$ cat src/rtl/seg_pkg.sv
// Shared constants for the two-digit seven-segment scan driver: hex glyph
// table, direction letters and the scan state encoding.
package seg_pkg;

  // Segment order is {g,f,e,d,c,b,a}, 1 = lit.
  localparam logic [6:0] HEX_GLYPH [16] = '{
    7'h3F, 7'h06, 7'h5B, 7'h4F, 7'h66, 7'h6D, 7'h7D, 7'h07,
    7'h7F, 7'h6F, 7'h77, 7'h7C, 7'h39, 7'h5E, 7'h79, 7'h71
  };

  localparam logic [6:0] SEG_U     = 7'h3E;
  localparam logic [6:0] SEG_D     = 7'h5E;
  localparam logic [6:0] SEG_BLANK = 7'h00;

  typedef enum logic {
    SCAN_VAL = 1'b0,
    SCAN_DIR = 1'b1
  } scan_state_e;

endpackage

$ cat src/rtl/seg_scan_driver_hex7seg_dec.sv
// Combinational 4-bit hex to seven-segment glyph decoder.
module hex7seg_dec
  import seg_pkg::*;
(
  input  logic [3:0] i_hex,
  output logic [6:0] o_seg
);

  assign o_seg = HEX_GLYPH[i_hex];

endmodule

$ cat src/rtl/seg_scan_driver.sv
// Two-digit multiplexed seven-segment driver: digit 0 = hex count, digit 1 = U/d.
// Optional wrap indicator on dp is built only when SEG_SCAN_DP_WRAP_EN is defined.
module seg_scan_driver
  import seg_pkg::*;
#(
  parameter int REFRESH_DIV = 50000,
  parameter int WRAP_HOLD   = 8
) (
  input  logic       clk,
  input  logic       rst,
  input  logic [3:0] count,
  input  logic       updown,
  input  logic       en,
  output logic [6:0] seg,
  output logic       dp,
  output logic [1:0] digit
);

  localparam int PW = (REFRESH_DIV > 1) ? $clog2(REFRESH_DIV) : 1;

  if (REFRESH_DIV < 1 || WRAP_HOLD < 1) begin : g_bad_param
    $error("seg_scan_driver: REFRESH_DIV and WRAP_HOLD must be >= 1");
  end

  logic [3:0]    r_cnt_q;
  logic          r_dir_q;
  logic [PW-1:0] r_presc;
  scan_state_e   r_state;
  logic [6:0]    r_seg;
  logic [1:0]    r_digit;
  logic [6:0]    w_val_glyph;
  logic          w_tick;

  assign w_tick = (r_presc == PW'(REFRESH_DIV - 1));

  hex7seg_dec u_val_dec (
    .i_hex (r_cnt_q),
    .o_seg (w_val_glyph)
  );

  // Capture, prescaler, scan state and registered segment/digit outputs.
  always_ff @(posedge clk) begin
    if (rst) begin
      r_cnt_q <= 4'd0;
      r_dir_q <= 1'b0;
      r_presc <= '0;
      r_state <= SCAN_VAL;
      r_seg   <= SEG_BLANK;
      r_digit <= 2'b00;
    end else begin
      r_cnt_q <= count;
      r_dir_q <= updown;
      r_presc <= w_tick ? '0 : r_presc + PW'(1);
      if (w_tick) begin
        r_state <= (r_state == SCAN_VAL) ? SCAN_DIR : SCAN_VAL;
      end
      // Digit and segments change on the same edge, so no ghosting cycle.
      if (!en) begin
        r_seg   <= SEG_BLANK;
        r_digit <= 2'b00;
      end else if (r_state == SCAN_VAL) begin
        r_seg   <= w_val_glyph;
        r_digit <= 2'b01;
      end else begin
        r_seg   <= r_dir_q ? SEG_U : SEG_D;
        r_digit <= 2'b10;
      end
    end
  end

  assign seg   = r_seg;
  assign digit = r_digit;

`ifdef SEG_SCAN_DP_WRAP_EN
  localparam int HW = $clog2(WRAP_HOLD + 1);

  logic [HW-1:0] r_hold;
  logic          r_dp;
  logic          w_wrap;
  logic          w_frame_end;

  // Wrap is judged on the value about to be captured versus the one held.
  assign w_wrap = ( updown && (r_cnt_q == 4'hF) && (count == 4'h0)) ||
                  (!updown && (r_cnt_q == 4'h0) && (count == 4'hF));
  assign w_frame_end = w_tick && (r_state == SCAN_DIR);

  always_ff @(posedge clk) begin
    if (rst) begin
      r_hold <= '0;
      r_dp   <= 1'b0;
    end else begin
      if (w_wrap) begin
        r_hold <= HW'(WRAP_HOLD);
      end else if (w_frame_end && (r_hold != '0)) begin
        r_hold <= r_hold - HW'(1);
      end
      r_dp <= en && (r_hold != '0) && (r_state == SCAN_VAL);
    end
  end

  assign dp = r_dp;
`else
  assign dp = 1'b0;
`endif

endmodule

$ cat config.mk
export PLATFORM = sky130hd
export DESIGN_NAME = seg_scan_driver
export DESIGN_NICKNAME = d
export VERILOG_FILES = /design/src/rtl/seg_pkg.sv /design/src/rtl/seg_scan_driver_hex7seg_dec.sv /design/src/rtl/seg_scan_driver.sv
export SDC_FILE = /design/constraint.sdc
export NUM_CORES = 1
export LEC_CHECK = 0
export ABC_CLOCK_PERIOD_IN_PS = 2500
export CORE_ASPECT_RATIO = 0.9
export CORE_MARGIN = 3
export CORE_UTILIZATION = 57
export DETAILED_ROUTE_END_ITERATION = 16
export GPL_TIMING_DRIVEN = 0
export PLACE_DENSITY = 0.92
export SLEW_MARGIN = 20
export SYNTH_ARGS = -nofsm -noshare
export SYNTH_HDL_FRONTEND = slang
export SYNTH_SLANG_ARGS = --single-unit
$ cat constraint.sdc
create_clock -name clk -period 2.5 [get_ports clk]
set_input_delay 0.375 -clock clk [delete_from_list [all_inputs] [get_ports clk]]
set_output_delay 0.375 -clock clk [all_outputs]
set_load 0.005 [all_outputs]
==> impl_summary.txt, run 1 <==
----------------------------------------------------
[Outcome]
  Outcome ... completed

[STA]
  Fraction of the cycle the final worst path needs ... 76.30%
  Number of setup violations in the final report ... 0
  Number of max-slew violations in the final report ... 0
  RSZ-0062 raised after global routing ... false
  Final critical path time including I/O delays and setup ... 1.908 ns
  Final-layout setup total negative slack ... 0 ns
  Final setup skew ... 0.009497 ns
  Highest clock frequency the design can meet ... 524.2 MHz
  Final-report hold violation count ... 0

[Global routing]
  Wire length of the first global-routing pass ... 4.381 mm
  Pin count of the biggest net entering global routing ... 11
  Overflow after GRT ... 0
  Number of antenna violations at the first check in global routing ... 0
  Vias in the first global route ... 1051
  Global-route usage over all layers ... 19.24%

[CTS]
  Hold Buf Count CTS ... 0
  Master cell of the clock root buffer ... clkbuf_4
  Maximum buffer depth of the clock tree ... 2
  Clock sink count ... 31
  TritonCTS Buffers ... 5
  TritonCTS clock tree ... yes
  Post-CTS setup buffer count ... 0
  Clock-pin slew on the worst setup and hold paths ... 0.08 ns
  Number of resized instances in the post-cts repair step ... 0
  Clock insertion delay at the later pin of the skew report ... 0.32 ns
  Count of H-tree levels built during CTS ... 2

[Finish]
  Layout Area Growth over Synthesis ... 16.97%
  Layout filler cell count ... 174
  Final #Nets ... 189
  Total inserted antenna cells ... 0
  Layout cell share with drive strength beyond 1 ... 6.977%

[Drt]
  Number of remaining DRC errors ... 0
  Number of design-rule violations left by the first detailed-router iteration ... 29
  Count of antenna-violating nets left after detailed routing ... 0
  Length of the first detailed-routing pass in iterations ... 4
  Total wire length after detailed routing ... 2.495 mm
  Total vias in the final route ... 1084
  WL/cell ... 12.54 um
  Average vias per placed instance ... 5.447

[Critical path]
  Startpoint Class ... register
  Number of cell instances on the worst register-to-register path ... 6
  Crit path to ... r_presc[13]
  Arr. time, crit path ... 2.13 ns
  Crit path max fanout ... 10
  Worst setup path start ... r_presc[0]
  Setup slack, reg-to-reg ... 0.59 ns
  Worst reg2reg path startpoint ... r_presc[0]
  Worst Path Class, Setup ... register to register
  Crit end category ... register
  Required @ worst endpoint ... 2.72 ns
  Endpoint of the most critical register-to-register path ... r_presc[13]

[Floorplan]
  Initial core utilization ... 61.83%
  I/O pin total ... 18
  Chip height ... 52.79 um
  Site row count ... 16
  Die footprint ... 3061 um^2
  Horizontal die dimension ... 57.99 um
  Core Region ... 2242 um^2

[Yosys]
  Leading cell types by total area after synthesis ... dfxtp_1 45%, xnor2_1 8.8%, nor2_1 7.3%
  Post-Syn Area ... 1386 um^2
  Share of synthesized area occupied by flip-flops and latches ... 44.77%
  Number of storage elements in the synthesis netlist ... 31
  Post-synth top area share ... 44.77%
  Synth Instances ... 150
  Warning count from the yosys run ... 0
  Post-Synthesis Mean Instance Area ... 9.242 um^2
  Leading area contributor after synthesis ... dfxtp_1
  Post-synthesis net count ... 166
  Number of distinct library cells after synthesis ... 32

[Placed design]
  Placed wire-length estimate ... 1.890 mm
  Number of port buffers ... 16
  Final RePlAce weighted congestion ... 0.9038

[Pwr]
  Worst voltage drop across the vdd grid ... 0.4355 mV
  Total power per unit cell area ... 528.8 nW/um^2
  Overall power ... 0.8575 mW
  Leakage ... 0.5938 nW

[Hold path]
  Class of the worst hold path ... register to register

[Job]
  Maxcap violations ... 0

----------------------------------------------------
-- per-layer routing --
| layer | vias up | share of wire, % | GRT usage [%] |
|---|---|---|---|
| met5 | - | 0 | 0 |
| met4 | 0 | 0.84 | 6.950 |
| met3 | 2 | 7.4 | 8.128 |
| met2 | 34 | 46 | 32.52 |
| met1 | 501 | 46 | 21.63 |
| li1 | 547 | - | - |
-- area by class of cell --
class | instances | area [um^2] | share of cell area [%]
inverters | 11 | 41.29 | 2.546
clock buffers | 6 | 41.29 | 2.546
repair buffers | 16 | 160.2 | 9.877
multi-input cells | 103 | 694.4 | 42.82
flip-flops and latches | 31 | 620.6 | 38.27
well taps | 27 | 33.78 | 2.083
plain buffers | 5 | 30.03 | 1.852
-- placed cells by master (no fill, tap or decap), types with 2 or more instances in the layout --
cell type        Yosys  routed
inv_1               11      11
nand4_1              3       3
nor4_1               3       3
clkbuf_4             0       5
ha_1                 8       8
nand2_1              4       4
nor2b_1              7       7
a21oi_1              9       9
clkbuf_1             3       4
nand3_1              5       5
clkdlybuf4s50_1      0      16
nor2_1              27      27
dfxtp_1             31      31
nor3_1               5       5
xnor2_1             14      14
mux2_2               2       2
-- cell families (layout without fill, tap and decap cells) --
family                     after synthesis  after routing  share of synthesized area (%)
and+or+nand+nor                         60             60                          22.47
muxes                                    4              4                          3.971
adders and majority gates                8              8                          7.221
other                                    1              1                         0.2705
DFF                                     31             31                          44.77
buffers and inverters                   16             38                          5.145
AOI/OAI and AO/OA                       15             15                          6.679
xor gates and xnor gates                15             15                          9.477
-- synth_stat cells --
cell,n
nand4_1,3
xnor2_1,14
mux2i_1,1
nand2b_4,1
nor3_1,5
or4bb_1,1
xor2_1,1
a221oi_1,1
dfxtp_1,31
nand4bb_1,1
o21ai_0,1
nor4_1,3
a21oi_1,9
mux4_2,1
buf_4,1
nor2b_1,7
inv_1,11
ha_1,8
o32ai_1,1
conb_1,1
a22o_1,1
clkbuf_1,3
a2111oi_0,1
or4_4,1
or4b_1,1
nand2b_1,1
nor2_1,27
nand3_1,5
buf_6,1
nand2_1,4
a211oi_1,1
mux2_2,2
-- power by group --
group / internal [mW] / switching [mW]
clock: 0.0997 / 0.148
sequential: 0.510 / 0.00902
combinational: 0.0509 / 0.0404
-- state kept, by name, indices dropped and copies added, names as in the netlist --
name     cells
r_presc     16
digit        2
seg          7
r_cnt_q      4
r_dir_q      1
r_state      1
-- worst min-delay path by stage --
stage                     startpoint         end  slack [ns]  depth (start not counted)
after floorplan           r_presc[0]  r_presc[0]        0.43                          1
after global placement    r_presc[0]  r_presc[0]        0.44                          1
after detailed placement  r_presc[0]  r_presc[0]        0.45                          1
after CTS                 r_presc[0]  r_presc[0]        0.47                          1
after global routing      r_presc[0]  r_presc[0]        0.50                          1
final                     r_presc[0]  r_presc[0]        0.47                          1
-- per-stage QoR --
step	cell area (um^2)	hold WS (ns)	setup WS (ns)	util, %	instances
final	1622	0.4706	0.5925	72.32	199
after global routing	1622	0.5016	0.4955	72.32	199
after CTS	1622	0.4723	0.5965	72.32	199
after detailed placement	1580	0.4531	0.6104	70.48	193
after global placement	1580	0.4440	0.6654	70.48	193
after floorplan	1386	0.4294	0.7716	-	150
-- critical path, cell delays in order, from the launching register on --
cell and delay [ns]:
dfxtp_1 0.39, ha_1 0.21, nand3_1 0.26, or4_4 0.63, nand2b_4 0.13, buf_6 0.15, nor2_1 0.05
(Power assumes the default switching activity.)
==> run 2: changes to the inputs <==
--- a/config.mk
+++ b/config.mk
@@ -5,13 +5,13 @@
 export SDC_FILE = /design/constraint.sdc
 export NUM_CORES = 1
 export LEC_CHECK = 0
-export ABC_CLOCK_PERIOD_IN_PS = 2500
+export ABC_CLOCK_PERIOD_IN_PS = 1700
 export CORE_ASPECT_RATIO = 0.9
 export CORE_MARGIN = 3
-export CORE_UTILIZATION = 57
+export CORE_UTILIZATION = 48
 export DETAILED_ROUTE_END_ITERATION = 16
 export GPL_TIMING_DRIVEN = 0
-export PLACE_DENSITY = 0.92
+export PLACE_DENSITY = 0.84
 export SLEW_MARGIN = 20
 export SYNTH_ARGS = -nofsm -noshare
 export SYNTH_HDL_FRONTEND = slang
==> constraint.sdc (replaced) <==
create_clock -name clk -period 1.7 [get_ports clk]
set_input_delay 0.255 -clock clk [delete_from_list [all_inputs] [get_ports clk]]
set_output_delay 0.255 -clock clk [all_outputs]
set_load 0.005 [all_outputs]
==> impl_summary.txt, run 2 (same netlist as run 1, synthesis figures left out) <==
----------------------------------------------------
[Outcome]
  Outcome ... finished, violations left (was completed)
  Failing checks ... setup timing

[STA]
  Final setup skew ... 0.009994 ns (was 0.009497 ns)
  Highest clock frequency the design can meet ... 567.2 MHz (was 524.2 MHz)
  Final critical path time including I/O delays and setup ... 1.763 ns (was 1.908 ns)
  Worst hold slack across all endpoints ... 0.4588 ns (was 0.4706 ns)
  Final-report hold violation count ... 0 (unchanged)
  Fraction of the cycle the final worst path needs ... 103.7% (was 76.30%)
  RSZ-0062 raised after global routing ... true (was false)
  Number of max-slew violations in the final report ... 0 (unchanged)
  Final worst-path setup slack ... -0.06304 ns (was 0.5925 ns)
  Final-layout setup total negative slack ... -0.7909 ns (was 0 ns)
  Number of setup violations in the final report ... 14 (was 0)

[CTS]
  TritonCTS Buffers ... 5 (unchanged)
  Hold Buf Count CTS ... 0 (unchanged)
  Master cell of the clock root buffer ... clkbuf_4 (unchanged)
  TritonCTS clock tree ... yes (unchanged)
  Clock insertion delay at the later pin of the skew report ... 0.34 ns (was 0.32 ns)
  Clock-pin slew on the worst setup and hold paths ... 0.10 ns (was 0.08 ns)
  Maximum buffer depth of the clock tree ... 2 (unchanged)
  Count of H-tree levels built during CTS ... 2 (unchanged)
  Clock sink count ... 31 (unchanged)

[Drt]
  Total wire length after detailed routing ... 2.708 mm (was 2.495 mm)
  Number of remaining DRC errors ... 0 (unchanged)
  Total vias in the final route ... 1111 (was 1084)
  Number of design-rule violations left by the first detailed-router iteration ... 15 (was 29)
  Average vias per placed instance ... 5.144 (was 5.447)
  WL/cell ... 12.54 um (about the same)
  Length of the first detailed-routing pass in iterations ... 4 (unchanged)
  Count of antenna-violating nets left after detailed routing ... 0 (unchanged)

[Pwr]
  Total power per unit cell area ... 853.2 nW/um^2 (was 528.8 nW/um^2)
  Worst voltage drop across the vdd grid ... 0.7218 mV (was 0.4355 mV)
  Leakage ... 0.6380 nW (was 0.5938 nW)

[Critical path]
  Worst Path Class, Setup ... register to register (unchanged)
  Startpoint Class ... register (unchanged)
  Arr. time, crit path ... 2.01 ns (was 2.13 ns)
  Crit end category ... register (unchanged)
  Required @ worst endpoint ... 1.94 ns (was 2.72 ns)
  Crit path max fanout ... 5 (was 10)

[Global routing]
  Global-route usage over all layers ... 16.62% (was 19.24%)
  Met3 track utilization from global routing ... 6.496% (was 8.128%)
  Overflow after GRT ... 0 (unchanged)
  Vias in the first global route ... 1063 (was 1051)
  Met1 capacity usage during global routing ... 16.58% (was 21.63%)
  Pin count of the biggest net entering global routing ... 11 (unchanged)
  Wire length of the first global-routing pass ... 4.519 mm (was 4.381 mm)
  Gr busiest metal ... met2 (unchanged)
  Number of antenna violations at the first check in global routing ... 0 (unchanged)
  Met2 track utilization from global routing ... 30.24% (was 32.52%)

[Hold path]
  Class of the worst hold path ... input pin to register (was register to register)

[Floorplan]
  I/O pin total ... 18 (unchanged)
  Horizontal die dimension ... 62.65 um (was 57.99 um)
  Initial core utilization ... 53.42% (was 61.83%)
  Die footprint ... 3570 um^2 (was 3061 um^2)
  Chip height ... 56.99 um (was 52.79 um)
  Core Region ... 2595 um^2 (was 2242 um^2)
  Site row count ... 17 (was 16)

[Placed design]
  Placed Instance Area ... 1597 um^2 (was 1580 um^2)
  Final RePlAce weighted congestion ... 0.8231 (was 0.9038)
  Placed wire-length estimate ... 1.943 mm (was 1.890 mm)
  Number of port buffers ... 16 (unchanged)

[Finish]
  Max FFs per register ... 16 (unchanged)
  Total inserted antenna cells ... 0 (unchanged)
  Most common library cell in the layout ignoring fill and taps ... dfxtp_1 (unchanged)
  Final #Nets ... 193 (was 189)
  Biggest register ... r_presc (unchanged)
  Layout cell share with drive strength beyond 1 ... 20.22% (was 6.977%)
  Post-layout instance area ... 1767 um^2 (was 1622 um^2)
  Top library cells by usage in the layout, fill and taps aside ... 25 x dfxtp_1, 19 x nor2_1, 16 x clkdlybuf4s50_1, 14 x xnor2_1, 11 x inv_1 (was 31 x dfxtp_1, 27 x nor2_1, 16 x clkdlybuf4s50_1, 14 x xnor2_1, 11 x inv_1)
  Layout Area Growth over Synthesis ... 27.44% (was 16.97%)

[Job]
  Maxcap violations ... 0 (unchanged)

----------------------------------------------------
[run 2: cell count changes in the layout (fill, tap and decap cells not counted), sizes merged]
cell,delta
clkinv,+1
bufinv,+1
clkbuf,-1
buf,+5
[run 2: layout make-up]
type / instances / area, um^2
multi-input cells: 103 / 729.5
clock inverters: 2 / 35.03
well taps: 38 / 47.55
flip-flops and latches: 31 / 630.6
clock buffers: 6 / 51.30
inverters: 11 / 41.29
plain buffers: 4 / 26.28
fillers: 231 / 828.3
repair buffers: 21 / 205.2
[run 2: what timing repair did]
action	CTS	global route
hold endpoints to repair	0	0
pin swaps	9	1
endpoints found under the setup margin	16	17
cloned	1	0
setup buffers	3	1
gates resized for setup	13	6
[run 2: worst paths after layout]
path	startpoint	endpoint	slack, ns	cells after the start
setup / recovery	r_presc[10]	r_presc[3]	-0.06	5
hold / removal	count[3]	r_cnt_q[3]	0.46	2
setup reg to reg	r_presc[10]	r_presc[3]	-0.06	5
hold reg to reg	r_presc[0]	r_presc[0]	0.47	1
[run 2: worst max-delay path, cell delays in order, from the launching register on]
cell and delay, ns:
dfxtp_2 0.35, or4bb_1 0.50, or4_4 0.53, nand2b_4 0.12
buf_6 0.13, nor2_2 0.04
[run 2: layer usage]
metal | part of all wire (%) | up-vias
met3 | 5.2 | 7
met1 | 40 | 524
met2 | 53 | 25
li1 | - | 555
met5 | 0 | -
met4 | 1.9 | 0
[run 2: power breakdown]
group	switching, mW	internal, mW	leakage, nW	total [mW]
logic	0.0602	0.0798	0.333	0.140
registers	0.0173	0.748	0.257	0.765
clock network	0.255	0.347	0.0482	0.602
total	0.332	1.17	0.638	1.51
[run 2: metrics by stage]
stage | power, mW | utilization (%) | cells | worst slack (ns)
final | 1.507 | 68.08 | 216 | -0.06304
after global routing | 1.571 | 68.08 | 216 | -0.1085
after CTS | 1.516 | 67.36 | 216 | -0.07075
after detailed placement | 0.9141 | 61.52 | 204 | -0.2060
after global placement | 0.9052 | 61.52 | 204 | -0.1417
after floorplan | 0.8546 | - | 150 | -0.0009895
==> run 3: changes to the inputs <==
--- a/config.mk
+++ b/config.mk
@@ -5,10 +5,11 @@
 export SDC_FILE = /design/constraint.sdc
 export NUM_CORES = 1
 export LEC_CHECK = 0
+export ABC_AREA = 1
 export ABC_CLOCK_PERIOD_IN_PS = 1700
 export CORE_ASPECT_RATIO = 0.9
 export CORE_MARGIN = 3
-export CORE_UTILIZATION = 48
+export CORE_UTILIZATION = 49
 export DETAILED_ROUTE_END_ITERATION = 16
 export GPL_TIMING_DRIVEN = 0
 export PLACE_DENSITY = 0.84
==> impl_summary.txt, run 3 <==
----------------------------------------------------
[Outcome]
  Outcome ... completed (was finished, violations left)

[Critical path]
  Crit path max fanout ... 10 (was 5)
  Worst Path Class, Setup ... register to register (unchanged)
  Crit-path leading delay family ... simple AND/OR/NAND/NOR gates (unchanged)
  Arr. time, crit path ... 1.71 ns (was 2.01 ns)
  Crit end category ... register (unchanged)
  Worst reg2reg path startpoint ... r_presc[0] (was r_presc[10])
  Cell breakdown of the critical path ... ha_1, nand3_2, nor2_2, nand2_2, nand2_4, buf_12, nor2_2 (was or4bb_1, or4_4, nand2b_4, buf_6, nor2_2)
  Setup slack, reg-to-reg ... 0.22 ns (was -0.06 ns)
  Endpoint of the most critical register-to-register path ... r_presc[5] (was r_presc[3])
  Required @ worst endpoint ... 1.93 ns (was 1.94 ns)
  Cell mode on critical path ... nor2_2
  Critical Path Slowest Stage Cell ... dfxtp_1 (was or4_4)
  Startpoint Class ... register (unchanged)
  Number of cell instances on the worst register-to-register path ... 7 (was 5)
  Slowest cell delay on critical path ... 0.41 ns (was 0.53 ns)
  Number of buffer and inverter instances along the worst setup path ... 1 (unchanged)

[CTS]
  TritonCTS Buffers ... 5 (unchanged)
  Clock insertion delay at the later pin of the skew report ... 0.34 ns (about the same)
  Master cell of the clock root buffer ... clkbuf_4 (unchanged)
  Clock sink count ... 31 (unchanged)
  Maximum buffer depth of the clock tree ... 2 (unchanged)
  Hold Buf Count CTS ... 0 (unchanged)
  TritonCTS clock tree ... yes (unchanged)
  Number of resized instances in the post-cts repair step ... 0 (was 13)
  Post-CTS setup buffer count ... 0 (was 3)
  Clock-pin slew on the worst setup and hold paths ... 0.10 ns (about the same)
  Count of H-tree levels built during CTS ... 2 (unchanged)

[Global routing]
  Overflow after GRT ... 0 (unchanged)
  Vias in the first global route ... 1108 (was 1063)
  Wire length of the first global-routing pass ... 4.726 mm (was 4.519 mm)
  Global-route usage over all layers ... 16.39% (was 16.62%)
  Number of antenna violations at the first check in global routing ... 0 (unchanged)
  Pin count of the biggest net entering global routing ... 11 (unchanged)

[Pwr]
  Leakage ... 0.6860 nW (was 0.6380 nW)
  Total power per unit cell area ... 734.0 nW/um^2 (was 853.2 nW/um^2)
  Worst voltage drop across the vdd grid ... 0.4445 mV (was 0.7218 mV)
  Part of the power in combinational logic ... 10.1% (was 9.3%)
  Part of the total power dissipated in the clock network ... 31.5% (was 39.9%)
  Psw ... 0.3300 mW (was 0.3324 mW)
  Switching power share of the total ... 25.26% (was 22.05%)
  Internal power component ... 0.9761 mW (was 1.175 mW)
  Sequential share of power ... 58.5% (was 50.8%)

[Drt]
  Total wire length after detailed routing ... 2.643 mm (was 2.708 mm)
  Average vias per placed instance ... 4.679 (was 5.144)
  Number of design-rule violations left by the first detailed-router iteration ... 56 (was 15)
  Count of antenna-violating nets left after detailed routing ... 0 (unchanged)
  Number of remaining DRC errors ... 0 (unchanged)
  WL/cell ... 9.974 um (was 12.54 um)
  Total vias in the final route ... 1240 (was 1111)
  Length of the first detailed-routing pass in iterations ... 4 (unchanged)

[Yosys]
  Leading area contributor after synthesis ... dfxtp_1 (unchanged)
  Flip-flop cell with the highest count after synthesis ... dfxtp_1 (unchanged)
  Number of flops mapped to enable cells by yosys ... 0 (unchanged)
  FFs w/ async S/R, synth ... 0% (unchanged)
  Number of distinct library cells after synthesis ... 26 (was 32)
  Share of synthesized area occupied by flip-flops and latches ... 40.96% (was 44.77%)
  Post-Synthesis Mean Instance Area ... 7.538 um^2 (was 9.242 um^2)
  Synth Instances ... 201 (was 150)
  Number of storage elements in the synthesis netlist ... 31 (unchanged)
  Post-synth top area share ... 40.96% (was 44.77%)
  Post-Syn Area ... 1515 um^2 (was 1386 um^2)
  Top cells by instance count after synthesis ... 38 x nand2_1, 31 x dfxtp_1, 27 x nor2_1, 26 x inv_1, 15 x nor2_2 (was 31 x dfxtp_1, 27 x nor2_1, 14 x xnor2_1, 11 x inv_1, 9 x a21oi_1)
  Cell with the most instances after synthesis ... nand2_1 (was dfxtp_1)
  Warning count from the yosys run ... 0 (unchanged)
  Leading cell types by total area after synthesis ... dfxtp_1 41%, nand2_1 9.4%, nor2_1 6.7% (was dfxtp_1 45%, xnor2_1 8.8%, nor2_1 7.3%)
  Post-synthesis net count ... 217 (was 166)

[Placed design]
  Placement Setup Slack ... 0.2120 ns (was -0.2060 ns)
  Number of placed instances with taps included ... 257 (was 204)
  Placed wire-length estimate ... 2.068 mm (was 1.943 mm)
  Number of port buffers ... 16 (unchanged)
  Final RePlAce weighted congestion ... 0.9126 (was 0.8231)
  Placed Instance Area ... 1725 um^2 (was 1597 um^2)

[STA]
  Highest clock frequency the design can meet ... 675.7 MHz (was 567.2 MHz)
  Number of max-slew violations in the final report ... 0 (unchanged)
  Final-layout setup total negative slack ... 0 ns (was -0.7909 ns)
  Fraction of the cycle the final worst path needs ... 87.06% (was 103.7%)
  RSZ-0062 raised after global routing ... false (was true)
  Final-report hold violation count ... 0 (unchanged)
  Final worst-path setup slack ... 0.2200 ns (was -0.06304 ns)
  Final critical path time including I/O delays and setup ... 1.480 ns (was 1.763 ns)
  Number of setup violations in the final report ... 0 (was 14)
  Worst hold slack across all endpoints ... 0.4158 ns (was 0.4588 ns)
  Final setup skew ... 0.008198 ns (was 0.009994 ns)

[Hold path]
  Worst Hold Path EP ... r_cnt_q[1] (was r_cnt_q[3])
  Class of the worst hold path ... input pin to register (unchanged)
  Cell count of the worst hold path ... 3 (was 2)
  Hold path start ... count[1] (was count[3])

[Finish]
  Most common library cell in the layout ignoring fill and taps ... nand2_1 (was dfxtp_1)
  Top library cells by usage in the layout, fill and taps aside ... 38 x nand2_1, 31 x dfxtp_1, 27 x nor2_1, 26 x inv_1, 16 x clkdlybuf4s50_1 (was 25 x dfxtp_1, 19 x nor2_1, 16 x clkdlybuf4s50_1, 14 x xnor2_1, 11 x inv_1)
  Post-layout instance area ... 1779 um^2 (was 1767 um^2)
  Biggest register ... r_presc (unchanged)
  Layout cell share with drive strength beyond 1 ... 14.22% (was 20.22%)
  Number of non-filler instances in the completed layout ... 265 (was 216)
  Total inserted antenna cells ... 0 (unchanged)
  Layout Area Growth over Synthesis ... 17.42% (was 27.44%)
  Final #Nets ... 240 (was 193)
  Max FFs per register ... 16 (unchanged)

[Job]
  Maxcap violations ... 0 (unchanged)

[Floorplan]
  I/O pin total ... 18 (unchanged)
  Core Region ... 2838 um^2 (was 2595 um^2)
  Site row count ... 18 (was 17)
  Die footprint ... 3796 um^2 (was 3570 um^2)
  Chip height ... 58.76 um (was 56.99 um)
  Initial core utilization ... 53.40% (was 53.42%)
  Horizontal die dimension ... 64.62 um (was 62.65 um)

----------------------------------------------------
==> run 3: worst min-delay path: cells and delay by family <==
family | cells | cell delay, ns
buffers and inverters | 2 | 0.44
AND/OR/NAND/NOR | 1 | 0.03
==> run 3: layer usage <==
metal	vias up	share of wire (%)	track usage, %
met3	5	7.0	4.580
met2	33	43	24.71
met5	-	0	0
met1	527	49	21.18
met4	0	1.5	9.337
li1	675	-	-
==> run 3: logic make-up after synthesis <==
kind of cell / count (synthesis) / share of synthesized area (%)
other: 1 / 0.2475
and+or+nand+nor: 98 / 30.06
adders and majority gates: 8 / 6.606
AOI/OAI and AO/OA: 26 / 9.248
buffers and inverters: 30 / 8.835
DFF: 31 / 40.96
xor gates and xnor gates: 7 / 4.046
==> run 3: how the worst max path moves through the flow <==
| stage | slack (ns) | end | start | cells past startpoint |
|---|---|---|---|---|
| 6_report | 0.22 | r_presc[5] | r_presc[0] | 7 |
| 3_5_place_dp | 0.21 | seg[5] | rst | 4 |
| 4_1_cts | 0.20 | r_presc[5] | r_presc[0] | 7 |
| 2_1_floorplan | 0.42 | r_presc[5] | r_presc[0] | 7 |
| 5_1_grt | 0.09 | r_presc[5] | r_presc[0] | 7 |
| 3_3_place_gp | 0.21 | seg[5] | rst | 4 |
==> run 3: cell type report <==
| type | instances | area, um^2 |
|---|---|---|
| fill | 265 | 1059 |
| multi-input combinational | 140 | 760.7 |
| sequential | 31 | 620.6 |
| timing repair buffer | 16 | 160.2 |
| inverter | 27 | 101.3 |
| tap | 40 | 50.05 |
| clock buffer | 6 | 41.29 |
| buffer | 3 | 32.53 |
| clock inverter | 2 | 12.51 |
==> run 3: through the flow <==
stage                     power (mW)  utilization [%]
after floorplan               0.8567                -
after global placement        0.9090            60.80
after detailed placement      0.9126            60.80
after CTS                      1.318            62.70
after global routing           1.380            62.70
final                          1.306            62.70
==> run 3: power by group through the flow <==
stage          sequential, mW  combinational (mW)  clock [mW]
4_1_cts                 0.764               0.132       0.422
5_1_grt                 0.768               0.147       0.464
3_5_place_dp            0.781               0.132           0
2_1_floorplan           0.779              0.0773           0
6_report                0.763               0.132       0.411
3_3_place_gp            0.779               0.130           0
==> patch 1 (flow settings as in run 2) <==
The option `SEG_SCAN_DP_WRAP_EN` is turned on by a define.
--- a/src/rtl/seg_scan_driver.sv
+++ b/src/rtl/seg_scan_driver.sv
@@ -1,4 +1,6 @@
 // Two-digit multiplexed seven-segment driver: digit 0 = hex count, digit 1 = U/d.
 // Optional wrap indicator on dp is built only when SEG_SCAN_DP_WRAP_EN is defined.
+`define SEG_SCAN_DP_WRAP_EN
+
 module seg_scan_driver
   import seg_pkg::*;
Formal check against the unedited RTL: not equivalent (a bounded check fails within 4 cycles, from zero or initial values and one cycle with rst high).
==> patch 1 against run 2 <==
- setup slack improved by 0.097 ns
- area after synthesis increased by 22%
- hold slack got worse by 0.11 ns
- total power is 7.2% higher
- sequential cell count rose by 5
- critical path depth did not move
- clock skew decreased by 0.0062 ns
- wire length grew 12%
- design area is 15% higher
- fmax is 5.8% higher
- largest cell class unchanged
- largest power group unchanged
==> patch 1: results <==
group,metric,value,unit
synthesis,synthAdderAreaFrac,0.0667,
pwr,p_leak,0.799,nW
setup_path,r2r_cells,6,
global_routing,grt_pass1_vias,1197,
placement,placed_cell_area,1910,µm²
clock_tree,clock_tree.root_cell,"clkbuf_8",
finish,n_fill_cell,278,
setup_path,crit_fanout,3,
synthesis,synthMuxAreaShare,0.0326,
placement,gp_congestion,0.837,
synthesis,synthTopCellsByCount,"dfxtp_1, nor2_1, a21oi_1",
status,status,"complete, no violations",
clock_tree,clk_pin_slew,0.06,ns
setup_path,crit_arrival,1.87,ns
synthesis,synth_fp_nets,200,
timing,fin_skew,0.00375,ns
finish,fin_nets,220,
placement,port-buffer-count,17,
synthesis,yosys-top-cells-area,"dfxtp_1, ha_1, nor2_1",
setup_path,critPathSlowestCell,"or4b_4",
routing,wl_met1,1530,µm
setup_path,rr_startpoint,"r_hold[0]",
routing,wl_met2,1260,µm
setup_path,r2r_slack,0.07,ns
global_routing,track_usage,0.161,
routing,drt_wl_total,3020,µm
pwr,irDropWorstVdd,0.611,mV
clock_tree,clkLatencyLatePin,0.28,ns
[patch 1: changes by cell type after synthesis, moves of 5 or more]
cell and change:
xnor2_1 -11, xor2_1 +8, dfxtp_1 +5, nor2_1 -5
[patch 1: cell type report]
type                            instances  area (µm²)  area share
Buffer                                  5        28.8      0.0142
Clock buffer                            8        90.1      0.0443
Inverter                               11        41.3      0.0203
Multi-Input combinational cell        127         930       0.457
Sequential cell                        36         726       0.357
Tap cell                               42        52.6      0.0258
Timing Repair Buffer                   17         165      0.0812
[patch 1: cell families (layout without fill, tap and decap cells)]
family	after synthesis	after routing
adder cells (fa/ha/maj)	9	9
flip-flops	36	36
AND/OR/NAND/NOR	75	75
multiplexers	4	4
buffers and inverters	20	41
AO/OA/AOI/OAI	27	27
XOR/XNOR	12	12
[patch 1: layer usage]
layer / track usage / vias up
met2: 0.210 / 34
met5: 0 / -
li1: - / 675
met1: 0.226 / 577
met3: 0.0468 / 8
met4: 0.0993 / 0
[patch 1: where the power goes]
group          internal [mW]  total (mW)  switching (mW)  leakage [nW]
registers              0.868       0.885          0.0167         0.296
logic                 0.0718       0.130          0.0585         0.458
clock network          0.330       0.600           0.270        0.0455
[patch 1: through the flow]
step | power (mW) | util | instances
finish | 1.62 | 0.634 | 246
global route | 1.69 | 0.634 | 246
CTS | 1.63 | 0.630 | 249
detailed placement | 1.04 | 0.595 | 242
global placement | 1.03 | 0.595 | 242
floorplan | 0.976 | - | 183
[patch 1: critical path, delay by kind of cell]
| kind | cells | cell delay (ns) |
|---|---|---|
| simple gates | 3 | 1.21 |
| compound gates | 1 | 0.16 |
| buf+inv | 1 | 0.24 |
[patch 1: how the worst max path moves through the flow]
| stage | start | end | slack (ns) |
|---|---|---|---|
| floorplan | r_presc[0] | r_hold[3] | 0.1 |
| global placement | count[0] | r_hold[1] | -0.37 |
| detailed placement | count[0] | r_hold[3] | -0.39 |
| CTS | r_presc[7] | r_hold[3] | 0.01 |
| global route | r_hold[0] | r_hold[3] | 0.0005 |
| finish | count[3] | r_hold[3] | 0.03 |
[patch 1: what timing repair did]
item | 4_1_cts | 5_1_grt
endpoints found under the setup margin | 15 | 16
gates cloned | 0 | 0
resized for setup | 10 | 10
pin swaps | 5 | 5
==> patch 2 (config.mk and constraints of run 2) <==
Made on the original files. Register the output `digit` once more; this adds one clock of latency there. The other outputs are not delayed to match. Comments in the files are not updated.
--- a/src/rtl/seg_scan_driver.sv
+++ b/src/rtl/seg_scan_driver.sv
@@ -70,5 +70,7 @@
 
   assign seg   = r_seg;
-  assign digit = r_digit;
+  always_ff @(posedge clk) begin
+    digit <= r_digit;
+  end
 
 `ifdef SEG_SCAN_DP_WRAP_EN
Check against the original RTL: not equivalent (a bounded check fails within 4 cycles, from zero or initial values and one cycle with rst high).
==> patch 2 against run 2 <==
- the run still ends with setup timing left
- total power increased by 12%
- setup slack worse by 0.087 ns
- wire length increased by 3.1%
- first-iteration DRC count rose to 2.7 times the old value
- non-clock buffer count down 1
- critical path depth unchanged
- design area up 3.7%
- global-route usage rose by 0.28 points
- sequential cell count is 2 higher
- area after synthesis up 3.2%
- critical path type unchanged
- largest cell class unchanged
- highest routed layer unchanged
==> patch 2: results <==
group,metric,value,unit
routing,viasPerCell,5.13,
global_routing,grt_use_met1,0.192,
timing,fin_skew,0.00567,ns
placement,pre_cts_slack,-0.169,ns
pwr,combinationalPowerShare,0.084,
global_routing,grt_pass1_wl,4730,µm
min_path,holdPathStages,0,
global_routing,track_usage,0.169,
setup_path,cpPeakStageDelay,0.56,ns
routing,routedWlPerCell,12.7,µm
pwr,p_seq,810,µW
placement,dpl.hpwl,1890,µm
status,status,"finished, violations left",
pwr,p_int,1.34,mW
routing,drt_iter0_drc,41,
global_routing,grt_max_degree,13,
placement,gp_congestion,0.859,
setup_path,crit_arrival,2.08,ns
global_routing,grtUsageMet2,0.283,
pwr,p_leak,0.666,nW
pwr,sw_frac_of_total,0.208,
setup_path,r2r_slack,-0.15,ns
global_routing,antenna_found_initial,0,
timing,setup_slack,-0.150,ns
min_path,min_to,"digit[1]",
min_path,hold_start,"r_digit[1]",
clock_tree,cts_made_buffers,5,
flow_run,cap_violations,0,
synthesis,yosysSeqAreaShare,0.462,
setup_path,crit_fanout,10,
global_routing,grt_pass1_vias,1091,
placement,port-buffer-count,16,
synthesis,synthTopCellsByCount,"dfxtp_1, nor2_1, xnor2_1",
synthesis,yosys-top-cells-area,"dfxtp_1, xnor2_1, nor2_1",
routing,wl_met2,1370,µm
synthesis,synth_xor_area_frac,0.0919,
routing,wl_met1,1210,µm
synthesis,synth-compound-area-share,0.0647,
min_path,min_path_type,"flop to flop",
finish,fin_nets,194,
synthesis,synthMuxAreaShare,0.0385,
synthesis,synth_fp_nets,168,
setup_path,endpoint_kind,"flop",
clock_tree,clock_tree.root_cell,"clkbuf_4",
pwr,irDropWorstVdd,0.873,mV
synthesis,synth.distinct_cells,31,
synthesis,synthAdderAreaFrac,0.0700,
global_routing,grt_use_met3,0.0640,
setup_path,rr_startpoint,"r_presc[12]",
timing,finalSetupViolations,16,
finish,n_fill_cell,237,
status,violations,"setup timing",
finish,drive_above_1_share,0.184,
routing,wl_met3,159,µm
setup_path,critPathCapture,"r_presc[14]",
patch 2: metrics by stage:
step / cell area [µm²] / instances / util / hold WS [ns] / TNS, ns
CTS: 1810 / 220 / 0.649 / 0.340 / -1.96
detailed placement: 1640 / 208 / 0.588 / 0.313 / -1.91
floorplan: 1430 / 152 / - / 0.310 / -0.483
finish: 1830 / 219 / 0.656 / 0.338 / -2.12
global placement: 1640 / 208 / 0.588 / 0.313 / -1.25
global route: 1830 / 219 / 0.656 / 0.354 / -2.49
patch 2: what timing repair did:
item / 4_1_cts / 5_1_grt
hold buffers: 0 / 0
gates resized for setup: 8 / 9
buffers inserted: 4 / 0
pin swaps: 7 / 1
setup endpoints to repair: 16 / 18
patch 2: area by class of cell:
cell class	count	share of cell area
multi-input combinational	103	0.395
sequential	33	0.370
timing repair buffer	20	0.111
clock inverter	3	0.0376
tap	40	0.0273
inverter	11	0.0225
clock buffer	5	0.0205
buffer	4	0.0164
